## config.mk

```make
export PLATFORM = sky130hd
export DESIGN_NAME = fetch_align_buffer
export DESIGN_NICKNAME = d
export VERILOG_FILES = /design/src/rtl/fetch_align_buffer.sv
export SDC_FILE = /design/constraint.sdc
export NUM_CORES = 1
export LEC_CHECK = 0
export ABC_AREA = 0
export BUFFER_PORTS_ARGS = -buffer_cell sky130_fd_sc_hd__buf_2
export CAP_MARGIN = 30
export CORE_MARGIN = 2
export CORE_UTILIZATION = 35
export CTS_CLUSTER_SIZE = 40
export DETAILED_ROUTE_END_ITERATION = 8
export GPL_TIMING_DRIVEN = 0
export PLACE_DENSITY_LB_ADDON = 0.1
export SLEW_MARGIN = 20
export SYNTH_ARGS = -nofsm -noshare
export SYNTH_HDL_FRONTEND = slang
export SYNTH_SLANG_ARGS = --single-unit
export TNS_END_PERCENT = 5
```

## constraint.sdc

```tcl
create_clock -name clk -period 5.1 [get_ports clk]
set_clock_uncertainty 0.15 [all_clocks]
set_input_delay 0.51 -clock clk [delete_from_list [all_inputs] [get_ports clk]]
set_output_delay 0.51 -clock clk [all_outputs]
set_load 0.05 [all_outputs]
```

## src/rtl/fetch_align_buffer.sv

```systemverilog
// fetch_align_buffer
// Instruction-fetch front end for an RV32IC core. Issues word-aligned fetches,
// keeps returned data in a circular halfword queue, and presents one aligned
// instruction (16-bit compressed or 32-bit, possibly straddling a word) per
// decode handshake together with its PC. A redirect flushes the queue and
// restarts fetching at the new PC; an odd-halfword target drops the lower
// halfword of the first fetched word.
//
// state | meaning
// ------+-----------------------------------------------------------------
// BOOT  | single cycle after reset release; no fetch request is issued
// RUN   | fetch whenever the queue has room for a whole word (2 halfwords)
module fetch_align_buffer #(
    parameter logic [31:0] RESET_PC = 32'h0000_0000,
    parameter int          DEPTH_HW = 6
) (
    input  logic        clk,
    input  logic        rst,
    output logic        mem_req,
    output logic [31:0] mem_addr,
    input  logic        mem_gnt,
    input  logic [31:0] mem_rdata,
    input  logic        redirect,
    input  logic [31:0] redirect_pc,
    output logic        instr_valid,
    input  logic        instr_ready,
    output logic [31:0] instr,
    output logic [31:0] instr_pc,
    output logic        instr_is_c
);

    localparam int PTR_W = (DEPTH_HW > 1) ? $clog2(DEPTH_HW) : 1;
    localparam int CNT_W = $clog2(DEPTH_HW + 1);

    // A request is only allowed while two free slots remain for the whole word.
    localparam logic [CNT_W-1:0] CNT_LIMIT = CNT_W'(DEPTH_HW - 2);
    localparam logic [PTR_W-1:0] PTR_LAST  = PTR_W'(DEPTH_HW - 1);
    localparam logic [CNT_W-1:0] CNT_ONE   = CNT_W'(1);
    localparam logic [CNT_W-1:0] CNT_TWO   = CNT_W'(2);

    localparam logic [0:0] ST_BOOT = 1'b0;
    localparam logic [0:0] ST_RUN  = 1'b1;

    // Pointers wrap modulo DEPTH_HW, which need not be a power of two.
    function automatic logic [PTR_W-1:0] ptr_next(input logic [PTR_W-1:0] p);
        return (p == PTR_LAST) ? '0 : p + PTR_W'(1);
    endfunction

    logic [0:0]        state_q, state_d;
    logic [15:0]       queue_q [DEPTH_HW];
    logic [15:0]       queue_d [DEPTH_HW];
    logic [PTR_W-1:0]  head_q, head_d;
    logic [PTR_W-1:0]  tail_q, tail_d;
    logic [CNT_W-1:0]  count_q, count_d;
    logic              skip_q, skip_d;
    logic [31:0]       fetch_addr_q, fetch_addr_d;
    logic [31:0]       pc_q, pc_d;

    logic [PTR_W-1:0]  head_p1, head_p2;
    logic [PTR_W-1:0]  tail_p1, tail_p2;
    logic [15:0]       hw_head, hw_next;
    logic              has_one, has_two;
    logic              head_is_c;
    logic              instr_avail;
    logic              grant;
    logic              pop;
    logic [CNT_W-1:0]  push_n, pop_n;

    // Bit 0 of a redirect target is a don't-care; halfword alignment is implied.
    logic              unused_redirect_bit0;
    assign unused_redirect_bit0 = redirect_pc[0];

    assign head_p1 = ptr_next(head_q);
    assign head_p2 = ptr_next(head_p1);
    assign tail_p1 = ptr_next(tail_q);
    assign tail_p2 = ptr_next(tail_p1);

    assign mem_addr = fetch_addr_q;
    assign instr_pc = pc_q;

    // Classify the head halfword and build the presented instruction.
    always_comb begin
        hw_head     = queue_q[head_q];
        hw_next     = queue_q[head_p1];
        has_one     = (count_q >= CNT_ONE);
        has_two     = (count_q >= CNT_TWO);
        head_is_c   = (hw_head[1:0] != 2'b11);
        // A 32-bit instruction whose upper half is not yet fetched stays invalid.
        instr_avail = (has_one && head_is_c) || has_two;
        instr_valid = instr_avail && !redirect;
        instr_is_c  = has_one && head_is_c;
        if (!has_one) begin
            instr = '0;
        end else if (head_is_c) begin
            instr = {16'h0000, hw_head};
        end else begin
            instr = {hw_next, hw_head};
        end
    end

    // Fetch request and the push/pop amounts for this cycle.
    always_comb begin
        mem_req = (state_q == ST_RUN) && (count_q <= CNT_LIMIT) && !redirect;
        grant   = mem_req && mem_gnt;
        pop     = instr_valid && instr_ready;
        push_n  = '0;
        pop_n   = '0;
        if (grant) begin
            push_n = skip_q ? CNT_ONE : CNT_TWO;
        end
        if (pop) begin
            pop_n = head_is_c ? CNT_ONE : CNT_TWO;
        end
    end

    // Next-state logic: redirect flushes everything, otherwise push and pop.
    always_comb begin
        state_d      = ST_RUN;
        queue_d      = queue_q;
        head_d       = head_q;
        tail_d       = tail_q;
        count_d      = count_q;
        skip_d       = skip_q;
        fetch_addr_d = fetch_addr_q;
        pc_d         = pc_q;

        if (redirect) begin
            head_d       = '0;
            tail_d       = '0;
            count_d      = '0;
            skip_d       = redirect_pc[1];
            fetch_addr_d = {redirect_pc[31:2], 2'b00};
            pc_d         = {redirect_pc[31:1], 1'b0};
        end else begin
            if (grant) begin
                if (skip_q) begin
                    // Odd-halfword target: only the upper halfword is wanted.
                    queue_d[tail_q] = mem_rdata[31:16];
                    tail_d          = tail_p1;
                end else begin
                    queue_d[tail_q]  = mem_rdata[15:0];
                    queue_d[tail_p1] = mem_rdata[31:16];
                    tail_d           = tail_p2;
                end
                skip_d       = 1'b0;
                fetch_addr_d = fetch_addr_q + 32'd4;
            end
            if (pop) begin
                if (head_is_c) begin
                    head_d = head_p1;
                    pc_d   = pc_q + 32'd2;
                end else begin
                    head_d = head_p2;
                    pc_d   = pc_q + 32'd4;
                end
            end
            count_d = count_q + push_n - pop_n;
        end
    end

    // State registers with asynchronous active-low reset.
    always_ff @(posedge clk or negedge rst) begin
        if (!rst) begin
            state_q      <= ST_BOOT;
            for (int i = 0; i < DEPTH_HW; i++) begin
                queue_q[i] <= '0;
            end
            head_q       <= '0;
            tail_q       <= '0;
            count_q      <= '0;
            skip_q       <= RESET_PC[1];
            fetch_addr_q <= {RESET_PC[31:2], 2'b00};
            pc_q         <= {RESET_PC[31:1], 1'b0};
        end else begin
            state_q      <= state_d;
            queue_q      <= queue_d;
            head_q       <= head_d;
            tail_q       <= tail_d;
            count_q      <= count_d;
            skip_q       <= skip_d;
            fetch_addr_q <= fetch_addr_d;
            pc_q         <= pc_d;
        end
    end

endmodule

```

==> flow_metrics.py, run 1 <==
metrics = {
    "logic_synthesis": {
        "synth_top_area_frac": 0.395,
        "synthDistinctLibCells": 67,
        "synthArstFlopShare": 1.00,
        "yosysSeqAreaShare": 0.395,
        "synthTopCellsByArea": "dfrtp_1, mux4_2, nor2_1",
        "synth_compound_area_frac": 0.221,
        "syn_avg_cell_area_um2": 8.90,
        "synthCells": 1196,
        "yosys_warnings": 0,
        "synth_top_family_by_area": "compound AO/OA/AOI/OAI gates",
        "synth-simple-area-share": 0.184,
        "synth_most_common_cell": "nor2_1",
        "synth_common_cells": "nor2_1, dfrtp_1, nand2_1",
        "ys_ff_latch": 168,
        "synth_fa_ha_area_frac": 0.00963,
        "synth-main-ff-cell": "dfrtp_1",
        "synth_top_area_cell": "dfrtp_1",
        "syn_area_um2": 10700,
        "synth_xor_area_frac": 0.0280,
        "synth-edff-count": 0,
        "muxShareOfSynthArea": 0.117,
    },
    "die": {
        "die_h_um": 178,
        "die-width_um": 178,
        "io_pins": 168,
        "core_area_um2": 29800,
        "rows": 63,
        "initial_utilization": 0.357,
        "die_area_um2": 31800,
    },
    "grt": {
        "gr-usage-all-layers": 0.264,
        "grt_overflow": 0,
        "grt_pass1_vias": 10100,
        "antenna_found_initial": 0,
        "grt_max_degree": 70,
        "grt_pass1_wl_um": 62900,
    },
    "placed_design": {
        "dpl.hpwl_um": 31700,
        "io_buffers": 148,
        "gp_congestion": 0.902,
    },
    "routing": {
        "num_vias": 10300,
        "wl_per_cell_um": 23.4,
        "first_iter_violations": 878,
        "first_pass_iters": 8,
        "ant_nets": 0,
        "routed_via_density": 5.80,
        "wirelength_um": 41500,
        "drc": 0,
    },
    "worst_setup_path": {
        "cp-startpoint": "head_q[0]$_DFFE_PN0P_",
        "critical_path_required_ns": 4.44,
        "cp_max_fo": 10,
        "critPathCaptureType": "output port",
        "start_kind": "flip-flop",
        "endpoint": "instr[22]",
        "reg2reg_depth": 12,
        "timing.rr.end": "count_q[2]$_DFF_PN0_",
        "worstPathArrival_ns": 3.77,
        "rrSetupSlack_ns": 0.98,
        "r2r-start": "count_q[1]$_DFF_PN0_",
        "path_class": "reg2out",
    },
    "timing": {
        "worst_hold_slack_ns": 0.146,
        "maxSlewHeadroom": 0.383,
        "finalHoldViolations": 0,
        "fin_crit_sh": 0.869,
        "tightest_slew_ns": 0.925,
        "slew_viol_final": 0,
        "finalSetupTns_ns": 0,
        "fin_crit_ns": 4.43,
        "max_clock_freq_ghz": 0.226,
        "setup-violations-final": 0,
        "rsz0062_at_grt": "false",
    },
    "clock_network": {
        "htree_levels": 4,
        "cts_tree": "done",
        "cts_setup_buffers": 0,
        "clockRootBuffer": "clkbuf_16",
        "path_clk_slew_ns": 0.08,
        "clkSinkCount": 168,
        "cts_buffers": 17,
        "clock_latency_ns": 0.45,
        "clk_path_buf_depth": 2,
    },
    "pwr": {
        "ir_worst_vdd_mv": 0.170,
        "leakagePower_nw": 5.10,
        "power_density_nw_per_um2": 434,
    },
    "final_layout": {
        "final_layout_size_suffix_gt1_frac": 0.192,
        "fillers": 3059,
        "fin_util": 0.421,
        "syn_to_final_growth_pct": 17.7,
        "antenna_cells": 0,
        "fin_nets": 1445,
    },
    "min_path": {
        "hp-start": "redirect_pc[5]",
        "holdPathStages": 3,
        "hold_class": "in2reg",
    },
    "outcome": {
        "status": "finished clean",
    },
    "job": {
        "maxCapViolCount": 0,
    },
}
cells by family (layout without fill, tap and decap cells):
logic type               count (synthesis)  in the layout
AO/OA/AOI/OAI                          365            365
multiplexers                            80             80
AND/OR/NAND/NOR                        419            419
adder cells (fa/ha/maj)                  7              7
XOR/XNOR                                34             34
buffers and inverters                  121            304
other                                    2              4
flip-flops                             168            168
metrics by stage:
stage	area, um2	total power [mW]	setup slack, ns	std cells
final	12500	5.44	0.667	1771
after global routing	12500	5.72	0.476	1771
after CTS	12500	5.44	0.655	1770
after detailed placement	12000	4.13	1.05	1738
after global placement	11900	4.10	0.367	1736
after floorplan	10700	3.45	1.05	1198
layer usage:
metal  part of all wire  global-route usage  up-vias
met3              0.057              0.0369       33
li1                   -                   -     4783
met2               0.48               0.443      370
met1               0.46               0.367     5091
met5                  0                   0        -
met4              0.011              0.0491        0
power by group:
part           leakage, nW  internal [mW]  switching, mW
clock network        0.278          0.685          0.630
registers             2.12           1.60          0.274
logic                 2.70          0.778           1.48
final cells by class:
cell class / count / area [um2] / share of cell area
Buffer: 110 / 442 / 0.0352
Inverter: 11 / 41.3 / 0.00329
Timing Repair Buffer: 152 / 821 / 0.0655
Tap cell: 390 / 488 / 0.0389
Sequential cell: 168 / 4200 / 0.335
Clock inverter: 14 / 138 / 0.0110
Multi-Input combinational cell: 909 / 5980 / 0.477
Clock buffer: 17 / 425 / 0.0339
critical path: stages (launching register included):
cell and delay [ns]:
dfrtp_1 0.45, buf_6 0.22, buf_1 0.68, clkbuf_1 0.52, clkbuf_1 0.51, a221oi_1 0.19
nor3_1 0.39, buf_2 0.35
flip-flops by register name, indices dropped and copies added, names as in the netlist:
register,cells
instr_pc,31
skip_q,1
mem_addr,30
state_q,1
count_q,3
tail_q,3
head_q,3
queue_q,96
placed cells by master (no fill, tap or decap), types with 8 or more instances in the layout:
cell and count:
a21oi_1 75, a221oi_1 16, a22oi_1 84, a31oi_1 49
and2_1 12, and3_1 11, buf_1 12, buf_2 153
clkbuf_1 88, clkbuf_16 17, dfrtp_1 168, inv_1 10
mux2_2 25, mux2i_1 22, mux4_2 31, nand2_1 93
nand3_1 38, nand4_1 10, nor2_1 171, nor2b_1 9
nor3_1 29, nor4_1 15, o211ai_1 8, o21ai_0 91
xnor2_1 20, xor2_1 14
how the worst min path moves through the flow:
stage | endpoint | slack, ns
floorplan | count_q[0]$_DFF_PN0_ | 0.06
global placement | queue_q[87]$_DFFE_PN0P_ | 0.35
detailed placement | mem_addr[10]$_DFFE_PN0N_ | 0.27
CTS | mem_addr[3]$_DFFE_PN0N_ | 0.14
global route | mem_addr[5]$_DFFE_PN0N_ | 0.15
finish | mem_addr[5]$_DFFE_PN0N_ | 0.15
repair_timing:
action / in CTS / in global routing
hold buffers: 1 / 0
resized for setup: 0 / 0
hold endpoints to repair: 39 / 0
(Power assumes the default switching activity.)
==> run 2, diff against run 1 <==
--- a/config.mk
+++ b/config.mk
@@ -8,6 +8,8 @@
 export ABC_AREA = 0
 export BUFFER_PORTS_ARGS = -buffer_cell sky130_fd_sc_hd__buf_2
 export CAP_MARGIN = 30
+export CELL_PAD_IN_SITES_DETAIL_PLACEMENT = 0
+export CELL_PAD_IN_SITES_GLOBAL_PLACEMENT = 1
 export CORE_MARGIN = 2
 export CORE_UTILIZATION = 35
 export CTS_CLUSTER_SIZE = 40
==> flow_metrics.py, run 2 (same netlist as run 1, synthesis figures left out) <==
metrics = {
    "routing": {
        "first_iter_violations": 953,
        "wirelength_um": 41700,
        "ant_nets": 0,
        "first_pass_iters": 5,
        "wl_per_cell_um": 23.5,
        "routed_via_density": 5.83,
        "drc": 0,
        "num_vias": 10300,
    },
    "clock_network": {
        "clock_latency_ns": 0.44,
        "clockRootBuffer": "clkbuf_16",
        "cts-resized-gates": 0,
        "cts_buffers": 17,
        "cts_tree": "done",
        "htree_levels": 4,
        "clk_path_buf_depth": 2,
        "path_clk_slew_ns": 0.07,
        "clkSinkCount": 168,
    },
    "min_path": {
        "holdPathStages": 3,
        "hold_class": "in2reg",
        "hp-start": "redirect_pc[17]",
        "holdPathEnd": "instr_pc[17]$_DFFE_PN0P_",
    },
    "placed_design": {
        "dpl.hpwl_um": 32600,
        "gp_congestion": 0.879,
        "io_buffers": 148,
    },
    "die": {
        "initial_utilization": 0.357,
        "die_area_um2": 31800,
        "die-width_um": 178,
        "die_h_um": 178,
        "core_area_um2": 29800,
        "rows": 63,
        "io_pins": 168,
    },
    "grt": {
        "antenna_found_initial": 0,
        "gr-usage-all-layers": 0.265,
        "grt_pass1_wl_um": 62500,
        "grt_max_degree": 92,
        "grt_pass1_vias": 9968,
        "grt_overflow": 0,
    },
    "timing": {
        "finalHoldViolations": 0,
        "maxSlewHeadroom": 0.379,
        "max_clock_freq_ghz": 0.236,
        "tightest_slew_ns": 0.923,
        "finalSetupTns_ns": 0,
        "worst_hold_slack_ns": 0.169,
        "slew_viol_final": 0,
        "setup-violations-final": 0,
        "fin_crit_ns": 4.24,
        "rsz0062_at_grt": "false",
        "fin_crit_sh": 0.831,
    },
    "worst_setup_path": {
        "rrSetupSlack_ns": 1.13,
        "r2r-start": "count_q[1]$_DFF_PN0_",
        "worstPathArrival_ns": 3.58,
        "critical_path_required_ns": 4.44,
        "critPathCaptureType": "output port",
        "cp_max_fo": 10,
        "reg2reg_depth": 12,
        "start_kind": "flip-flop",
        "timing.rr.end": "count_q[2]$_DFF_PN0_",
        "cp-startpoint": "head_q[0]$_DFFE_PN0P_",
        "path_class": "reg2out",
    },
    "pwr": {
        "ir_worst_vdd_mv": 0.227,
        "power_mw": 5.52,
        "leakagePower_nw": 5.10,
        "power_density_nw_per_um2": 440,
    },
    "final_layout": {
        "regMostFlops": "queue_q",
        "largest_reg_flops": 96,
        "syn_to_final_growth_pct": 18.0,
        "final_layout_size_suffix_gt1_frac": 0.190,
        "fillers": 3079,
        "final_common_cell": "nor2_1",
        "layout_common_cells": "nor2_1, dfrtp_1, buf_2, nand2_1, o21ai_0",
        "fin_util": 0.422,
        "antenna_cells": 0,
        "fin_nets": 1444,
    },
    "outcome": {
        "status": "finished clean",
    },
    "job": {
        "maxCapViolCount": 0,
    },
}
run 2: report_power, final:
group / internal, mW / switching [mW]
Clock: 0.813 / 0.583
Sequential: 1.60 / 0.288
Combinational: 0.777 / 1.47
Total: 3.19 / 2.34
run 2: area by class of cell:
| cell class | instances | area [um2] | share of cell area |
|---|---|---|---|
| Multi-Input combinational cell | 909 | 5980 | 0.476 |
| Sequential cell | 168 | 4200 | 0.335 |
| Timing Repair Buffer | 151 | 793 | 0.0631 |
| Tap cell | 390 | 488 | 0.0388 |
| Clock buffer | 22 | 474 | 0.0377 |
| Buffer | 110 | 442 | 0.0351 |
| Clock inverter | 10 | 144 | 0.0114 |
| Inverter | 11 | 41.3 | 0.00329 |
run 2: critical path: stages (launching register included):
cell,delay (ns)
dfrtp_1,0.45
buf_6,0.21
buf_1,0.67
clkbuf_1,0.52
clkbuf_1,0.42
a221oi_1,0.17
nor3_1,0.35
buf_2,0.34
run 2: timing repair:
item                                   in CTS  in global routing
endpoints found under the hold margin      77                  0
hold buffers                                1                  0
buffers inserted                            0                  0
run 2: per-stage QoR:
stage	worst slack, ns	instance area, um2	cells
3_3_place_gp	0.404	11900	1736
4_1_cts	0.852	12600	1770
2_1_floorplan	1.05	10700	1198
3_5_place_dp	1.12	11900	1737
6_report	0.864	12600	1771
5_1_grt	0.696	12600	1771
run 2: metal layers:
layer / up-vias / GRT usage / wire length [um]
met5: - / 0 / 0
met4: 0 / 0.0816 / 998
met3: 52 / 0.0373 / 2020
met2: 336 / 0.449 / 20400
met1: 5156 / 0.349 / 18300
li1: 4784 / - / -
run 2: worst max-delay path by stage:
stage	endpoint	slack, ns	depth (start not counted)
after global routing	instr[22]	0.70	7
after CTS	instr[22]	0.85	7
after floorplan	instr[21]	1.05	7
after detailed placement	count_q[2]$_DFF_PN0_	1.12	13
final	instr[24]	0.86	7
after global placement	queue_q[57]$_DFFE_PN0P_	0.40	1
